### config.mk
export PLATFORM = sky130hd
export DESIGN_NAME = spi_chain_arbiter_flat
export DESIGN_NICKNAME = d
export VERILOG_FILES = /design/src/rtl/spi_chain_arbiter_if.sv /design/src/rtl/spi_chain_arbiter.sv /design/src/flat_wrapper.sv
export SDC_FILE = /design/constraint.sdc
export NUM_CORES = 1
export LEC_CHECK = 0
export BUFFER_PORTS_ARGS = -buffer_cell sky130_fd_sc_hd__buf_2
export CORE_MARGIN = 2
export CORE_UTILIZATION = 51
export DETAILED_ROUTE_END_ITERATION = 8
export PLACE_DENSITY = 0.76
export SYNTH_ARGS = -nofsm -noshare
export SYNTH_HDL_FRONTEND = slang
export SYNTH_SLANG_ARGS = --single-unit
### constraint.sdc
create_clock -name clk -period 2.2 [get_ports clk]
set_input_delay 0.55 -clock clk [delete_from_list [all_inputs] [get_ports clk]]
set_output_delay 0.55 -clock clk [all_outputs]
set_load 0.05 [all_outputs]
### src/rtl/spi_chain_arbiter_if.sv
// Client and SPI pin bundle for spi_chain_arbiter.
// The master modport is the arbiter's view; the slave modport is the view from the clients and the SPI slaves.
interface spi_chain_arbiter_if #(
   parameter int N_REQ  = 4,
   parameter int DATA_W = 8
);
   logic [N_REQ-1:0]        req;
   logic [N_REQ*DATA_W-1:0] tx_data;
   logic [N_REQ-1:0]        gnt;
   logic [N_REQ-1:0]        done;
   logic [DATA_W-1:0]       rx_data;
   logic                    busy;
   logic                    sclk;
   logic                    mosi;
   logic                    cs;
   logic                    miso;

   modport master (
      input  req, tx_data, miso,
      output gnt, done, rx_data, busy, sclk, mosi, cs
   );

   modport slave (
      output req, tx_data, miso,
      input  gnt, done, rx_data, busy, sclk, mosi, cs
   );
endinterface

### src/rtl/spi_chain_arbiter.sv
// Round-robin arbiter that shares one mode-0 SPI master link between N_REQ requesters.
// It sequences each frame and contains its own sclk divider and shift registers.
//
// state   | meaning
// S_IDLE  | cs high, sample req, grant the round-robin winner
// S_SETUP | cs low, sclk low, CS_SETUP cycles before the first edge
// S_SHIFT | sclk toggles every CLK_DIV cycles, DATA_W bits MSB-first
// S_HOLD  | sclk low, mosi held, CS_HOLD cycles before cs release
// S_GAP   | cs high, still busy, CS_GAP cycles before the next grant
module spi_chain_arbiter #(
   parameter int N_REQ    = 4,
   parameter int DATA_W   = 8,
   parameter int CLK_DIV  = 4,
   parameter int CS_SETUP = 2,
   parameter int CS_HOLD  = 2,
   parameter int CS_GAP   = 2
) (
   input  logic                 clk,
   input  logic                 rst,
   spi_chain_arbiter_if.master  bus
);
   localparam int PTR_W = (N_REQ > 1) ? $clog2(N_REQ) : 1;
   localparam int CNT_W = 16;
   localparam logic [CNT_W-1:0] SETUP_LD = CNT_W'(CS_SETUP - 1);
   localparam logic [CNT_W-1:0] HOLD_LD  = CNT_W'(CS_HOLD - 1);
   localparam logic [CNT_W-1:0] GAP_LD   = CNT_W'(CS_GAP - 1);
   localparam logic [CNT_W-1:0] DIV_LD   = CNT_W'(CLK_DIV - 1);
   localparam logic [CNT_W-1:0] EDGE_LD  = CNT_W'(2 * DATA_W - 1);
   localparam logic [PTR_W:0]   NREQ_W   = (PTR_W + 1)'(N_REQ);
   localparam logic [PTR_W-1:0] LAST_IDX = PTR_W'(N_REQ - 1);

   typedef enum logic [2:0] {S_IDLE, S_SETUP, S_SHIFT, S_HOLD, S_GAP} state_t;

   state_t            state_q, state_d;
   logic [CNT_W-1:0]  cnt_q, cnt_d;
   logic [CNT_W-1:0]  edge_q, edge_d;
   logic [PTR_W-1:0]  rr_ptr_q, rr_ptr_d;
   logic [PTR_W-1:0]  win_q, win_d;
   logic [N_REQ-1:0]  gnt_q, gnt_d;
   logic [N_REQ-1:0]  done_q, done_d;
   logic [DATA_W-1:0] tx_sr_q, tx_sr_d;
   logic [DATA_W-1:0] rx_sr_q, rx_sr_d;
   logic [DATA_W-1:0] rx_data_q, rx_data_d;
   logic              busy_q, busy_d;
   logic              sclk_q, sclk_d;
   logic              mosi_q, mosi_d;
   logic              cs_q, cs_d;

   logic              found;
   logic [PTR_W-1:0]  pick;
   logic [PTR_W:0]    idx;
   logic [DATA_W-1:0] pick_data;

   // First requester at or after rr_ptr, wrapping modulo N_REQ.
   always_comb begin
      found = 1'b0;
      pick  = rr_ptr_q;
      idx   = '0;
      for (int k = 0; k < N_REQ; k++) begin
         idx = {1'b0, rr_ptr_q} + (PTR_W + 1)'(k);
         if (idx >= NREQ_W) idx = idx - NREQ_W;
         if (!found && bus.req[idx[PTR_W-1:0]]) begin
            found = 1'b1;
            pick  = idx[PTR_W-1:0];
         end
      end
      pick_data = bus.tx_data[int'(pick) * DATA_W +: DATA_W];
   end

   always_comb begin
      state_d   = state_q;
      cnt_d     = cnt_q;
      edge_d    = edge_q;
      rr_ptr_d  = rr_ptr_q;
      win_d     = win_q;
      gnt_d     = gnt_q;
      done_d    = '0;
      tx_sr_d   = tx_sr_q;
      rx_sr_d   = rx_sr_q;
      rx_data_d = rx_data_q;
      busy_d    = busy_q;
      sclk_d    = sclk_q;
      mosi_d    = mosi_q;
      cs_d      = cs_q;
      case (state_q)
         S_IDLE: begin
            if (found) begin
               state_d = S_SETUP;
               cnt_d   = SETUP_LD;
               win_d   = pick;
               gnt_d   = N_REQ'(1) << pick;
               busy_d  = 1'b1;
               cs_d    = 1'b0;
               tx_sr_d = pick_data;
               mosi_d  = pick_data[DATA_W-1];
            end
         end
         S_SETUP: begin
            if (cnt_q == '0) begin
               state_d = S_SHIFT;
               cnt_d   = DIV_LD;
               edge_d  = EDGE_LD;
            end else begin
               cnt_d = cnt_q - 1'b1;
            end
         end
         S_SHIFT: begin
            if (cnt_q == '0) begin
               cnt_d  = DIV_LD;
               sclk_d = ~sclk_q;
               if (!sclk_q) begin
                  rx_sr_d = {rx_sr_q[DATA_W-2:0], bus.miso};
               end else if (edge_q != '0) begin
                  // The final fall leaves the last bit on mosi through HOLD.
                  tx_sr_d = {tx_sr_q[DATA_W-2:0], 1'b0};
                  mosi_d  = tx_sr_q[DATA_W-2];
               end
               if (edge_q == '0) begin
                  state_d = S_HOLD;
                  cnt_d   = HOLD_LD;
               end else begin
                  edge_d = edge_q - 1'b1;
               end
            end else begin
               cnt_d = cnt_q - 1'b1;
            end
         end
         S_HOLD: begin
            if (cnt_q == '0) begin
               state_d   = S_GAP;
               cnt_d     = GAP_LD;
               cs_d      = 1'b1;
               mosi_d    = 1'b0;
               gnt_d     = '0;
               done_d    = gnt_q;
               rx_data_d = rx_sr_q;
               rr_ptr_d  = (win_q == LAST_IDX) ? '0 : win_q + 1'b1;
            end else begin
               cnt_d = cnt_q - 1'b1;
            end
         end
         S_GAP: begin
            if (cnt_q == '0) begin
               state_d = S_IDLE;
               busy_d  = 1'b0;
            end else begin
               cnt_d = cnt_q - 1'b1;
            end
         end
         default: state_d = S_IDLE;
      endcase
   end

   always_ff @(posedge clk or negedge rst) begin
      if (!rst) begin
         state_q   <= S_IDLE;
         cnt_q     <= '0;
         edge_q    <= '0;
         rr_ptr_q  <= '0;
         win_q     <= '0;
         gnt_q     <= '0;
         done_q    <= '0;
         tx_sr_q   <= '0;
         rx_sr_q   <= '0;
         rx_data_q <= '0;
         busy_q    <= 1'b0;
         sclk_q    <= 1'b0;
         mosi_q    <= 1'b0;
         cs_q      <= 1'b1;
      end else begin
         state_q   <= state_d;
         cnt_q     <= cnt_d;
         edge_q    <= edge_d;
         rr_ptr_q  <= rr_ptr_d;
         win_q     <= win_d;
         gnt_q     <= gnt_d;
         done_q    <= done_d;
         tx_sr_q   <= tx_sr_d;
         rx_sr_q   <= rx_sr_d;
         rx_data_q <= rx_data_d;
         busy_q    <= busy_d;
         sclk_q    <= sclk_d;
         mosi_q    <= mosi_d;
         cs_q      <= cs_d;
      end
   end

   assign bus.gnt     = gnt_q;
   assign bus.done    = done_q;
   assign bus.rx_data = rx_data_q;
   assign bus.busy    = busy_q;
   assign bus.sclk    = sclk_q;
   assign bus.mosi    = mosi_q;
   assign bus.cs      = cs_q;
endmodule

### src/flat_wrapper.sv
// flat-port wrapper written by rule: the top's interface ports become plain ports
module spi_chain_arbiter_flat 
#(
   parameter int N_REQ    = 4,
   parameter int DATA_W   = 8,
   parameter int CLK_DIV  = 4,
   parameter int CS_SETUP = 2,
   parameter int CS_HOLD  = 2,
   parameter int CS_GAP   = 2
)
  (clk, rst, bus_req, bus_tx_data, bus_miso, bus_gnt, bus_done, bus_rx_data, bus_busy, bus_sclk, bus_mosi, bus_cs);
  spi_chain_arbiter_if #(.N_REQ(N_REQ), .DATA_W(DATA_W)) bus_i ();
  input  logic clk;
  input  logic rst;
  input wire logic [$bits(bus_i.req)-1:0] bus_req;
  input wire logic [$bits(bus_i.tx_data)-1:0] bus_tx_data;
  input wire logic [$bits(bus_i.miso)-1:0] bus_miso;
  output wire logic [$bits(bus_i.gnt)-1:0] bus_gnt;
  output wire logic [$bits(bus_i.done)-1:0] bus_done;
  output wire logic [$bits(bus_i.rx_data)-1:0] bus_rx_data;
  output wire logic [$bits(bus_i.busy)-1:0] bus_busy;
  output wire logic [$bits(bus_i.sclk)-1:0] bus_sclk;
  output wire logic [$bits(bus_i.mosi)-1:0] bus_mosi;
  output wire logic [$bits(bus_i.cs)-1:0] bus_cs;
  assign bus_i.req = bus_req;
  assign bus_i.tx_data = bus_tx_data;
  assign bus_i.miso = bus_miso;
  assign bus_gnt = bus_i.gnt;
  assign bus_done = bus_i.done;
  assign bus_rx_data = bus_i.rx_data;
  assign bus_busy = bus_i.busy;
  assign bus_sclk = bus_i.sclk;
  assign bus_mosi = bus_i.mosi;
  assign bus_cs = bus_i.cs;
  spi_chain_arbiter #(.N_REQ(N_REQ), .DATA_W(DATA_W), .CLK_DIV(CLK_DIV), .CS_SETUP(CS_SETUP), .CS_HOLD(CS_HOLD), .CS_GAP(CS_GAP)) u_core (.clk(clk), .rst(rst), .bus(bus_i));
endmodule
==> results.sh <==
export IMPL_status="finished, violations left"
export IMPL_violations="setup timing"
export IMPL_drcViolationCount=0
export IMPL_cts_num_sinks=74
export IMPL_overflow=0
export IMPL_grt_max_degree=27
export IMPL_synth_area_leaders="dfrtp_1, mux2_1, mux2i_1, xor2_1, nor2_1"
export IMPL_end_kind="register"
export IMPL_hold_buffers=0
export IMPL_drt_total_wl_um=11900
export IMPL_synth_avg_cell_area_sq_um=10.2
export IMPL_endpoint="u_core.rx_sr_q[4]"
export IMPL_io_buffers=58
export IMPL_dr_pass1_iters=5
export IMPL_instances_no_fill=611
export IMPL_worst_path_buf_inv=1
export IMPL_synth_main_ff_cell="dfrtp_1"
export IMPL_setup_tns_final_ps=-11150
export IMPL_timing_worst_setup_path_type="reg -> reg"
export IMPL_grt_pass1_wl_um=17300
export IMPL_synth_area_leader_cell="dfrtp_1"
export IMPL_synth_common_cells="dfrtp_1, nor2_1, a21oi_1"
export IMPL_ys_seq_area_frac=0.479
export IMPL_area_growth_pct=43.1
export IMPL_dp_hpwl_um=6320
export IMPL_cp_data_required_time_ps=2450
export IMPL_fin_hold_ws_ps=192
export IMPL_wl_per_cell_um=19.4
export IMPL_worst_slack_ps=-259
export IMPL_synth_fp_nets=422
export IMPL_die_w_um=91.1
export IMPL_nets=549
export IMPL_hold_violations=0
export IMPL_synth_top_area_frac=0.472
export IMPL_rsz0062_at_grt="true"
export IMPL_start_util=0.531
export IMPL_slew_viol_final=0
export IMPL_slowest_stage="or4_4"
export IMPL_cts_tree="built"
export IMPL_dpl_cell_count=576
export IMPL_pin_count=59
export IMPL_ys_types=55
export IMPL_hp_class="in -> async"
export IMPL_fin_crit_ps=2460
export IMPL_reg2reg_depth=7
export IMPL_cp_start_kind="register"
export IMPL_fp_dieH_um=91.1
export IMPL_finalSetupViolations=65
export IMPL_final_antenna_net_count=0
export IMPL_fmax_mhz=407
export IMPL_core_sq_um=7290
export IMPL_rows=31
export IMPL_cts_buffers=9
export IMPL_rr_endpoint="u_core.rx_sr_q[4]"
export IMPL_root_buffer="clkbuf_8"
export IMPL_cp_depth=7
export IMPL_synth_edf_count=0
export IMPL_via_per_inst=6.14
export IMPL_synth_seq_cells=74
export IMPL_drt_iter0_drc=355
export IMPL_cpPeakStageDelay_ps=560
export IMPL_ys_async_sr_fraction=1.00
export IMPL_path_clk_slew_ps=90
export IMPL_yosys_warnings=0
export IMPL_maxCapViolations=0
export IMPL_n_fill_cell=425
export IMPL_worstMarginPinSlew_ps=619
export IMPL_fin_crit_sh=1.12
export IMPL_grt_pass1_vias=3683
export IMPL_reg2reg_slack_ps=-260
export IMPL_timing_critical_path_from="u_core.cnt_q[11]"
export IMPL_antenna_cells=0
export IMPL_crit_family="simple AND/OR/NAND/NOR gates"
export IMPL_dieArea_sq_um=8300
export IMPL_syn_inst=380
export IMPL_p_total_mw=2.67
export IMPL_gp_congestion=0.848
export IMPL_final_util=0.760
export IMPL_synth_area_sq_um=3870
export IMPL_vdd_drop_max_v=0.000462
export IMPL_max_clock_path_buffers=2
export IMPL_arrival_ps=2710
export IMPL_track_usage=0.258
export IMPL_crit_path_cell_trace="or4_4, or4_4, nor2_4, nand2_2, nor2_4, buf_12, mux2_4"
export IMPL_cp_max_fo=8
export IMPL_drive_gt1_frac=0.459
export IMPL_finalClockSkew_ps=13.6
export IMPL_yosysMostFrequentCell="dfrtp_1"
export IMPL_leakagePower_nw=2.61
export IMPL_clock_latency_ps=360
export IMPL_slew_headroom=0.587
export IMPL_vias=3751
export IMPL_h_tree_depth=3
export IMPL_antenna_found_initial=0
export IMPL_rr_startpoint="u_core.cnt_q[11]"
export IMPL_powerDensity_nw_per_um2=482
[layout make-up]
type | instances | area [sq um] | share of cell area
Inverter | 15 | 56.3 | 0.0102
Multi-Input combinational cell | 276 | 2300 | 0.415
Sequential cell | 74 | 1850 | 0.334
Tap cell | 99 | 124 | 0.0224
Timing Repair Buffer | 131 | 1000 | 0.180
Clock buffer | 9 | 124 | 0.0224
Clock inverter | 7 | 83.8 | 0.0151
[worst min path at each step]
stage / startpoint / end / slack [ps]
2_1_floorplan: rst / u_core.bus.busy / 250
3_3_place_gp: u_core.rx_sr_q[7] / u_core.rx_sr_q[7] / 470
3_5_place_dp: u_core.rx_sr_q[7] / u_core.bus.rx_data[7] / 470
4_1_cts: rst / u_core.edge_q[5] / 210
5_1_grt: rst / u_core.edge_q[5] / 250
6_report: rst / u_core.edge_q[5] / 190
[where the power goes]
group          internal [mW]  leakage [nW]  switching, mW
combinational         0.0820          1.52         0.0753
sequential              1.36         0.987        0.00596
clock                  0.548         0.103          0.593
[flip-flops by register name (all words and copies together) (netlist names), 2 cells and up]
signal and count:
u_core.bus.done 4, u_core.bus.gnt 4, u_core.bus.rx_data 8, u_core.cnt_q 16, u_core.edge_q 16, u_core.rr_ptr_q 2, u_core.rx_sr_q 8, u_core.state_q 3
u_core.tx_sr_q 7, u_core.win_q 2
[per-layer routing]
metal	up-vias	part of all wire	track usage
met5	-	0	0
met4	0	0.035	0.0972
met3	43	0.056	0.0490
met2	189	0.52	0.447
met1	1872	0.39	0.321
li1	1647	-	-
[metrics by stage]
stage	worst slack [ps]	instance area, sq um
after floorplan	-186	3900
after global placement	-227	4700
after detailed placement	-264	4700
after CTS	-170	5270
after global routing	-332	5540
final	-259	5540
[cells in the final DEF (no fill, tap or decap), types with 6 or more instances in the layout]
master    synthesis  final
nor2_1           35     24
o21ai_1           6     10
a21oi_2           0      6
o211ai_1          9      9
xor2_1           19     17
buf_6             0     17
dfrtp_1          73     73
nand2_1          18     16
clkbuf_8          0      9
buf_2             2     58
nand4_1           6      6
buf_4             1     48
mux2_4            0     17
inv_1            14     14
o21ai_0          16      8
a21oi_1          20     12
mux2_2            6      6
nor4_1           13      8
nor3_1           14     12
mux2i_1          17     17
nor2_2            1      8
[logic make-up (layout without fill, tap and decap cells)]
family	count (synthesis)	after routing	synth area share
AND/OR/NAND/NOR	134	134	0.189
AO/OA/AOI/OAI	74	74	0.118
flip-flops	74	74	0.479
multiplexers	42	42	0.122
buffers and inverters	30	162	0.0307
XOR/XNOR	23	23	0.0520
adder cells (fa/ha/maj)	3	3	0.00970
[repair_timing]
| item | 4_1_cts | 5_1_grt |
|---|---|---|
| pin swaps | 15 | 16 |
| setup buffers | 13 | 6 |
| hold endpoints to repair | 0 | 0 |
| resized for setup | 57 | 58 |
| setup endpoints to repair | 58 | 67 |
| cloned | 2 | 1 |
Note: power is estimated with default switching activity, not from simulation.
